**config.mk**
```make
export PLATFORM = sky130hd
export DESIGN_NAME = melody_sequencer
export DESIGN_NICKNAME = d
export VERILOG_FILES = /design/src/rtl/melody_pkg.sv /design/src/rtl/melody_sequencer_tick_timer.sv /design/src/rtl/melody_sequencer.sv
export SDC_FILE = /design/constraint.sdc
export NUM_CORES = 1
export LEC_CHECK = 0
export BUFFER_PORTS_ARGS = -buffer_cell sky130_fd_sc_hd__buf_2
export CAP_MARGIN = 5
export CORE_MARGIN = 1.5
export CORE_UTILIZATION = 49
export CTS_CLUSTER_SIZE = 28
export DETAILED_ROUTE_END_ITERATION = 8
export PLACE_DENSITY = 0.72
export REMOVE_ABC_BUFFERS = 1
export SLEW_MARGIN = 20
export SYNTH_ARGS = -nofsm -noshare
export SYNTH_HDL_FRONTEND = slang
export SYNTH_HIERARCHICAL = 1
export SYNTH_SLANG_ARGS = --single-unit
```
**constraint.sdc**
```tcl
create_clock -name clk -period 6 [get_ports clk]
set_clock_uncertainty 0.05 [all_clocks]
set_input_delay 1.2 -clock clk [delete_from_list [all_inputs] [get_ports clk]]
set_output_delay 1.2 -clock clk [all_outputs]
set_load 0.005 [all_outputs]
```
**src/rtl/melody_pkg.sv**
```systemverilog
`default_nettype none
// ============================================================================
// Module      : melody_pkg
// Description : Shared constants, duration decode and FSM states for the
//               melody sequencer.
// Revision    : 1.0
// ============================================================================
package melody_pkg;

    localparam logic [7:0] REST_CODE = 8'h80;
    localparam logic [5:0] END_CODE  = 6'h3F;

    localparam logic [5:0] DUR_16TH    = 6'd0;
    localparam logic [5:0] DUR_8TH     = 6'd1;
    localparam logic [5:0] DUR_QUARTER = 6'd2;
    localparam logic [5:0] DUR_HALF    = 6'd3;
    localparam logic [5:0] DUR_WHOLE   = 6'd4;
    localparam logic [5:0] DUR_DOT8TH  = 6'd5;

    // Semitone offsets from A4
    localparam logic signed [7:0] C4 = -8'sd9;
    localparam logic signed [7:0] D4 = -8'sd7;
    localparam logic signed [7:0] E4 = -8'sd5;
    localparam logic signed [7:0] F4 = -8'sd4;
    localparam logic signed [7:0] G4 = -8'sd2;
    localparam logic signed [7:0] A4 = 8'sd0;
    localparam logic signed [7:0] B4 = 8'sd2;
    localparam logic signed [7:0] C5 = 8'sd3;
    localparam logic signed [7:0] D5 = 8'sd5;
    localparam logic signed [7:0] E5 = 8'sd7;
    localparam logic signed [7:0] F5 = 8'sd8;
    localparam logic signed [7:0] G5 = 8'sd10;
    localparam logic signed [7:0] A5 = 8'sd12;

    typedef enum logic [2:0] {
        ST_IDLE  = 3'd0,
        ST_FETCH = 3'd1,
        ST_WAIT  = 3'd2,
        ST_LOAD  = 3'd3,
        ST_PLAY  = 3'd4
    } state_e;

    function automatic logic [4:0] dur_to_ticks(input logic [5:0] code);
        logic [4:0] t;
        case (code)
            DUR_16TH:    t = 5'd1;
            DUR_8TH:     t = 5'd2;
            DUR_QUARTER: t = 5'd4;
            DUR_HALF:    t = 5'd8;
            DUR_WHOLE:   t = 5'd16;
            DUR_DOT8TH:  t = 5'd3;
            default:     t = 5'd4;
        endcase
        return t;
    endfunction

endpackage
`default_nettype wire

```
**src/rtl/melody_sequencer_tick_timer.sv**
```systemverilog
`default_nettype none
// ============================================================================
// Module      : tick_timer
// Description : Tempo prescaler plus 16th-note tick down-counter.
// Revision    : 1.0
// ============================================================================
module tick_timer #(
    parameter int DIV_W = 24
) (
    input  logic             clk,
    input  logic             rst_n,
    input  logic             load_i,
    input  logic             abort_i,
    input  logic             en_i,
    input  logic [4:0]       ticks_i,
    input  logic [DIV_W-1:0] div_i,
    output logic             expire_o
);

    localparam logic [DIV_W-1:0] DIV_ONE = {{(DIV_W-1){1'b0}}, 1'b1};

    logic [DIV_W-1:0] div_q;
    logic [4:0]       ticks_q;

    always_ff @(posedge clk or negedge rst_n) begin
        if (!rst_n) begin
            div_q   <= '0;
            ticks_q <= '0;
        end else if (abort_i) begin
            div_q   <= '0;
            ticks_q <= '0;
        end else if (load_i) begin
            div_q   <= div_i;
            ticks_q <= ticks_i;
        end else if (en_i) begin
            if (div_q == '0) begin
                div_q   <= div_i;
                ticks_q <= ticks_q - 5'd1;
            end else begin
                div_q   <= div_q - DIV_ONE;
            end
        end
    end

    assign expire_o = en_i && (div_q == '0) && (ticks_q == 5'd1);

endmodule
`default_nettype wire

```
**src/rtl/melody_sequencer.sv**
```systemverilog
`default_nettype none
// ============================================================================
// Module      : melody_sequencer
// Description : Multi-song note sequencer walking an external 1-cycle ROM.
// Revision    : 1.0
// ============================================================================
module melody_sequencer
    import melody_pkg::*;
#(
    parameter int SONG_W = 1,
    parameter int IDX_W  = 7,
    parameter int DIV_W  = 24
) (
    input  logic                    clk,
    input  logic                    rst_n,
    input  logic                    start,
    input  logic                    stop,
    input  logic                    loop_en,
    input  logic [SONG_W-1:0]       song_sel,
    input  logic [DIV_W-1:0]        tempo_div,
    output logic [SONG_W+IDX_W-1:0] rom_addr,
    input  logic [15:0]             rom_data,
    output logic [7:0]              note_pitch,
    output logic                    note_gate,
    output logic                    note_strobe,
    output logic                    busy,
    output logic                    done
);

    localparam logic [IDX_W-1:0] IDX_ONE = {{(IDX_W-1){1'b0}}, 1'b1};

    state_e                  state_q, state_d;
    logic [IDX_W-1:0]        idx_q, idx_d;
    logic [SONG_W-1:0]       song_q, song_d;
    logic [DIV_W-1:0]        tempo_q, tempo_d;
    logic [SONG_W+IDX_W-1:0] addr_q, addr_d;
    logic [7:0]              pitch_q, pitch_d;
    logic                    gate_q, gate_d;
    logic                    strobe_q, strobe_d;
    logic                    done_q, done_d;
    logic                    wrap_q, wrap_d;
    logic                    tmr_load;
    logic                    tmr_expire;
    logic                    is_end;
    logic                    rom_unused;

    assign rom_unused = ^rom_data[7:6];
    // A wrapped index forces END regardless of what the ROM holds there
    assign is_end     = wrap_q || (rom_data[5:0] == END_CODE);

    tick_timer #(
        .DIV_W (DIV_W)
    ) u_timer (
        .clk      (clk),
        .rst_n    (rst_n),
        .load_i   (tmr_load),
        .abort_i  (stop),
        .en_i     (state_q == ST_PLAY),
        .ticks_i  (dur_to_ticks(rom_data[5:0])),
        .div_i    (tempo_q),
        .expire_o (tmr_expire)
    );

    always_comb begin
        state_d  = state_q;
        idx_d    = idx_q;
        song_d   = song_q;
        tempo_d  = tempo_q;
        addr_d   = addr_q;
        pitch_d  = pitch_q;
        gate_d   = 1'b0;
        strobe_d = 1'b0;
        done_d   = 1'b0;
        wrap_d   = wrap_q;
        tmr_load = 1'b0;

        case (state_q)
            ST_IDLE: begin
                if (start && !stop) begin
                    song_d  = song_sel;
                    tempo_d = tempo_div;
                    idx_d   = '0;
                    wrap_d  = 1'b0;
                    state_d = ST_FETCH;
                end
            end
            ST_FETCH: begin
                addr_d  = {song_q, idx_q};
                state_d = ST_WAIT;
            end
            ST_WAIT: begin
                state_d = ST_LOAD;
            end
            ST_LOAD: begin
                wrap_d = 1'b0;
                if (is_end) begin
                    if (loop_en) begin
                        idx_d   = '0;
                        state_d = ST_FETCH;
                    end else begin
                        done_d  = 1'b1;
                        state_d = ST_IDLE;
                    end
                end else begin
                    pitch_d  = rom_data[15:8];
                    strobe_d = 1'b1;
                    tmr_load = 1'b1;
                    gate_d   = (rom_data[15:8] != REST_CODE);
                    state_d  = ST_PLAY;
                end
            end
            ST_PLAY: begin
                gate_d = gate_q;
                if (tmr_expire) begin
                    idx_d   = idx_q + IDX_ONE;
                    wrap_d  = &idx_q;
                    gate_d  = 1'b0;
                    state_d = ST_FETCH;
                end
            end
            default: begin
                state_d = ST_IDLE;
            end
        endcase

        if (stop) begin
            state_d  = ST_IDLE;
            gate_d   = 1'b0;
            strobe_d = 1'b0;
            done_d   = 1'b0;
            tmr_load = 1'b0;
            pitch_d  = pitch_q;
        end
    end

    always_ff @(posedge clk or negedge rst_n) begin
        if (!rst_n) begin
            state_q  <= ST_IDLE;
            idx_q    <= '0;
            song_q   <= '0;
            tempo_q  <= '0;
            addr_q   <= '0;
            pitch_q  <= '0;
            gate_q   <= 1'b0;
            strobe_q <= 1'b0;
            done_q   <= 1'b0;
            wrap_q   <= 1'b0;
        end else begin
            state_q  <= state_d;
            idx_q    <= idx_d;
            song_q   <= song_d;
            tempo_q  <= tempo_d;
            addr_q   <= addr_d;
            pitch_q  <= pitch_d;
            gate_q   <= gate_d;
            strobe_q <= strobe_d;
            done_q   <= done_d;
            wrap_q   <= wrap_d;
        end
    end

    assign rom_addr    = addr_q;
    assign note_pitch  = pitch_q;
    assign note_gate   = gate_q;
    assign note_strobe = strobe_q;
    assign done        = done_q;
    assign busy        = (state_q != ST_IDLE);

endmodule
`default_nettype wire

```
==> results of run 1 <==
[through the flow]
stage	total power, mW	instances
detailed placement	1.461	573
CTS	1.871	589
global route	1.991	589
finish	1.877	589
floorplan	1.225	399
global placement	1.440	573
[final cells by class]
cell class,count,area (um^2),area share
Clock inverter,7,75.07,0.01480
Sequential cell,84,2102,0.4144
Timing Repair Buffer,66,344.1,0.06783
Multi-Input combinational cell,293,2210,0.4356
Inverter,22,82.58,0.01628
Tap cell,108,135.1,0.02664
Clock buffer,9,123.9,0.02442
[sequential cells by signal (all words and copies together) (netlist names), 3 cells and up]
register / count
tempo_q: 24
rom_addr: 8
idx_q: 7
note_pitch: 8
state_q: 3
u_timer/ticks_q: 5
u_timer/div_q: 24
[cell families (layout without fill, tap and decap cells)]
group	count (synthesis)	after routing	share of synthesized area
AO/OA/AOI/OAI	76	76	0.1242
XOR/XNOR	3	3	0.005834
adder cells (fa/ha/maj)	5	5	0.01389
buffers and inverters	40	104	0.04444
flip-flops	84	84	0.4667
multiplexers	51	51	0.1317
AND/OR/NAND/NOR	158	158	0.2133
[power by group through the flow]
| stage | Sequential (mW) | Combinational [mW] | Clock, mW |
|---|---|---|---|
| global placement | 0.746 | 0.694 | 0 |
| floorplan | 0.735 | 0.490 | 0 |
| global route | 0.758 | 0.787 | 0.445 |
| finish | 0.741 | 0.724 | 0.412 |
| detailed placement | 0.752 | 0.709 | 0 |
| CTS | 0.741 | 0.711 | 0.419 |
[final timing paths]
| kind | start | endpoint | slack (ps) | depth (start not counted) |
|---|---|---|---|---|
| worst max-delay path | rom_data[0] | u_timer/div_q[13]$_DFFE_PN0P_ | 2470 | 9 |
| worst min-delay path | song_q$_DFFE_PN0P_ | rom_addr[7]$_DFFE_PN0P_ | 440 | 1 |
| worst max register to register | state_q[1]$_DFFE_PN0P_ | idx_q[5]$_DFFE_PN0P_ | 2480 | 9 |
| worst min register to register | song_q$_DFFE_PN0P_ | rom_addr[7]$_DFFE_PN0P_ | 440 | 1 |
| max in group asynchronous | rst_n | u_timer/div_q[19]$_DFFE_PN0P_ | 4540 | 1 |
| min in group asynchronous | rst_n | tempo_q[10]$_DFFE_PN0P_ | 830 | 1 |
[metal layers]
metal | GRT usage | part of all wire | up-vias
li1 | - | - | 1682
met1 | 0.3138 | 0.47 | 1732
met2 | 0.3347 | 0.48 | 78
met3 | 0.03404 | 0.043 | 10
met4 | 0.07143 | 0.012 | 0
met5 | 0 | 0 | -
[synth_stat cells (6+ instances only)]
cell	count
a21oi_1	7
and3_1	9
buf_6	6
clkbuf_1	10
dfrtp_1	84
inv_1	21
mux2_2	38
mux2_4	7
mux2i_1	6
nand2_1	29
nand3_1	11
nor2_1	27
nor3_1	21
nor4_1	16
o21ai_0	25
[worst max-delay path, stage by stage]
cell and delay (ps):
buf_2 110, and4_4 230, a31oi_4 110, nand2_1 370
inv_1 300, a21oi_1 570, buf_4 300, mux2_2 340
a32o_1 200
==> impl_metrics.ini, run 1 <==
[sta]
rsz0062_at_grt = no
hold_viol = 0
hold_ws_ps = 438.5
worst_slew_pin_slew_ps = 1012
finalMaxSlewViolations = 0
layout_setup_ws_ps = 2472
timing.final.crit_share = 0.5881
final.setup.tns_ps = 0
period_minus_slack_ps = 3528
max_freq_mhz = 283.4
relSlewSlack = 0.3202
setup_violations = 0

[floorplan]
chipWidth_um = 98.88
core.rowCount = 34
ios = 66
initial_utilization = 0.5115
die-area_um2 = 9776
die_height_um = 98.88
core_area_um2 = 8806

[power_and_ir_drop]
power.density_nw_per_um2 = 370.0
swShare = 0.3796
p_int_mw = 1.164
p_switching_uw = 712.4
p_clk_frac = 0.220
power.share.sequential = 0.395
peakVddDrop_v = 0.0002332
p_leak_nw = 2.346
pwr-share-comb = 0.386

[cts]
clock-root-buffer = clkbuf_8
cts_resized = 0
cts_buffer_depth = 2
cts_inserted_buffers = 9
cts_setup_buffers = 0
clock-sinks = 84
cts_tree = done
cts-hold-fix-buffers = 0
cts.htree.levels = 3
path_clk_slew_ps = 100
clkLatencyLatePin_ps = 360

[setup_path]
critPathRequiredTime_ps = 6200
cp.arrival_ps = 3730
crit_path_end_kind = register
worstSetupPathType = input port to register
worst_setup_path_start_kind = input port
cp_max_fo = 11

[synth]
synth_seq_area_share = 0.4667
synthArstFlopShare = 1.000
yosysTopAreaCell = dfrtp_1
ys_ff_latch = 84
avgSynthCellArea_um2 = 10.80
synthDominantCellAreaShare = 0.4667
ys.flop_type = dfrtp_1
ys_types = 71
synth_edf_count = 0
synth.area.top_cells = dfrtp_1 (47%), mux2_2 (9.5%), o21ai_0 (2.8%)
synthesis.area_um2 = 4504
netlist_instances = 417
ys_warn_count = 6

[finish]
stdcell_area_um2 = 5072
layout_common_cells = dfrtp_1 (84), buf_2 (62), mux2_2 (38)
areaGrowthSynthToFinish_pct = 12.61
antenna_cells = 0
nets = 527
final.fill_count = 772
utilization = 0.5760
drive_gt1_frac = 0.3160
final_common_cell = dfrtp_1

[place]
dpl-instance-area_um2 = 4865
dp_hpwl_um = 6719
post-place-ws_ps = 2131
portBuffers = 63
gp_congestion = 0.9019

[grt]
grt_usage = 0.2168
grt_pass1_vias = 3425
grt-ovfl-total = 0
antenna_found_initial = 0
grt_pass1_wl_um = 16990
grt_max_degree = 85

[status]
violations = DRC
status = complete, but fails checks

[routing]
num_vias = 3502
dr.pass1.iters = 7
avgRoutedWirePerCell_um = 16.73
via_per_inst = 5.946
postRouteAntennaNets = 0
drt-initial-drc-count = 251
routed_wl_um = 9853
drc = 2

[run]
maxCapViolCount = 0

[worst_hold_path]
hp-class = register to register
Note: power is estimated with default switching activity, not from simulation.
==> inputs of run 2 (changes only) <==
clock period = 3.5 ns   (was 6 ns; I/O delays follow)
==> run 2 against run 1 <==
  * The run still ends with DRC left
  * Combinational power is 81% higher
  * Register-to-register slack worse by 1900 ps
  * Design area is 1.7% higher
  * Global-route usage is 0.60 points lower
  * Count of clock-buffer cells in the layout is 1 higher
  * Sequential cell count stayed put
  * First-iteration DRC count is 2.0% lower
  * Sequential power is 71% higher
  * Via count is 0.89% higher
  * Final cell count is 1.5% higher
  * Critical path type is now register to register
  * Largest cell class unchanged
  * Highest routed layer unchanged
==> impl_metrics.ini, run 2 (same netlist as run 1, synthesis figures left out) <==
[sta]
timing.final.crit_share = 0.8360
hold_viol = 0
relSlewSlack = 0.4753
rsz0062_at_grt = no
hold_ws_ps = 330.2
max_freq_mhz = 341.8
finalMaxSlewViolations = 0
setup_violations = 0
final.setup.tns_ps = 0
worst_slew_pin_slew_ps = 781.1
period_minus_slack_ps = 2926

[cts]
cts.htree.levels = 3
cts_inserted_buffers = 9
cts_resized = 0
cts-hold-fix-buffers = 0
clock-root-buffer = clkbuf_8
clock-sinks = 84
path_clk_slew_ps = 90
cts_buffer_depth = 2
clkLatencyLatePin_ps = 350
cts_setup_buffers = 0
cts_tree = done

[setup_path]
crit_path_top_delay_cell = or4_4
r2r_slack_ps = 570
worstSetupPathType = register to register
timing.rr.end = idx_q[5]$_DFFE_PN0P_
crit_chain = inv_1 > ha_1 > nor4b_2 > nand2_1 > or3_1 > nor3_1 > buf_4 > nand4bb_4 > or4_4 > o211ai_2
path_delay_family = simple AND/OR/NAND/NOR gates
r2r_cells = 10
cpPeakStageDelay_ps = 550
rr_startpoint = u_timer/div_q[0]$_DFFE_PN0P_
critPathRequiredTime_ps = 3730
timing.critical_path.buf_inv = 2
worst_setup_path_start_kind = register
cp_max_fo = 7
cp.arrival_ps = 3150
crit_path_end_kind = register

[power_and_ir_drop]
p_switching_mw = 1.202
swShare = 0.3590
pwr-share-comb = 0.392
power.density_nw_per_um2 = 649.2
peakVddDrop_v = 0.0003950
p_leak_nw = 2.409
p_clk_frac = 0.229
power.share.sequential = 0.379
p_int_mw = 2.146

[place]
place_inst = 582
dpl-instance-area_um2 = 4930
dp_hpwl_um = 6802
portBuffers = 63
gp_congestion = 0.9237

[grt]
grt_max_degree = 85
antenna_found_initial = 0
grt_usage = 0.2108
grt_pass1_wl_um = 16520
grt-ovfl-total = 0
grt_pass1_vias = 3377

[routing]
routed_wl_um = 9847
via_per_inst = 5.908
drt-initial-drc-count = 246
avgRoutedWirePerCell_um = 16.47
num_vias = 3533
drc = 2
postRouteAntennaNets = 0
dr.pass1.iters = 6

[finish]
nets = 536
fin_cells = 598
antenna_cells = 0
drive_gt1_frac = 0.3245
stdcell_area_um2 = 5157
final_common_cell = dfrtp_1
final.fill_count = 737
layout_common_cells = dfrtp_1 (84), buf_2 (62), mux2_2 (38)
reg.largest.list = tempo_q: 24 flops, u_timer/div_q: 24 flops
areaGrowthSynthToFinish_pct = 14.50

[floorplan]
core_area_um2 = 8806
chipWidth_um = 98.88
core.rowCount = 34
ios = 66
die_height_um = 98.88
initial_utilization = 0.5115
die-area_um2 = 9776

[status]
violations = DRC
status = complete, but fails checks

[worst_hold_path]
hp-class = input port to asynchronous set/reset pin

[run]
maxCapViolCount = 0
==> run 2: metrics by stage <==
stage / total power [mW] / util / worst slack [ps]
after floorplan: 2.101 / - / 235.7
after global placement: 2.552 / 0.5598 / 638.4
after detailed placement: 2.585 / 0.5598 / 596.5
after CTS: 3.367 / 0.5853 / 578.4
after global routing: 3.561 / 0.5857 / 355.5
final: 3.348 / 0.5857 / 574.0
==> run 2: power groups by stage <==
stage | registers, mW | logic [mW] | clock network (mW)
2_1_floorplan | 1.26 | 0.840 | 0
3_3_place_gp | 1.28 | 1.27 | 0
3_5_place_dp | 1.29 | 1.30 | 0
4_1_cts | 1.27 | 1.30 | 0.796
5_1_grt | 1.30 | 1.43 | 0.836
6_report | 1.27 | 1.31 | 0.765
==> run 2: metal layers <==
layer	global-route usage	wire (um)
met2	0.3316	4685
met3	0.04539	459
met5	0	0
met1	0.2939	4599
met4	0.06374	103
==> run 2: how the worst max path moves through the flow <==
stage / from / endpoint / depth (start not counted)
2_1_floorplan: state_q[1]$_DFFE_PN0P_ / idx_q[5]$_DFFE_PN0P_ / 8
3_3_place_gp: u_timer/div_q[0]$_DFFE_PN0P_ / idx_q[5]$_DFFE_PN0P_ / 10
3_5_place_dp: u_timer/div_q[4]$_DFFE_PN0P_ / idx_q[5]$_DFFE_PN0P_ / 8
4_1_cts: u_timer/div_q[0]$_DFFE_PN0P_ / idx_q[5]$_DFFE_PN0P_ / 10
5_1_grt: u_timer/div_q[0]$_DFFE_PN0P_ / idx_q[5]$_DFFE_PN0P_ / 10
6_report: u_timer/div_q[0]$_DFFE_PN0P_ / idx_q[5]$_DFFE_PN0P_ / 10
==> run 2: area by class of cell <==
cell class              instances  area, um^2  area share
clock buffers                  10       137.6     0.02669
clock inverters                 6       86.33     0.01674
inverters                      22       82.58     0.01601
multi-input cells             293        2202      0.4270
flip-flops and latches         84        2102      0.4076
well taps                     108       135.1     0.02620
repair buffers                 75       411.6     0.07982
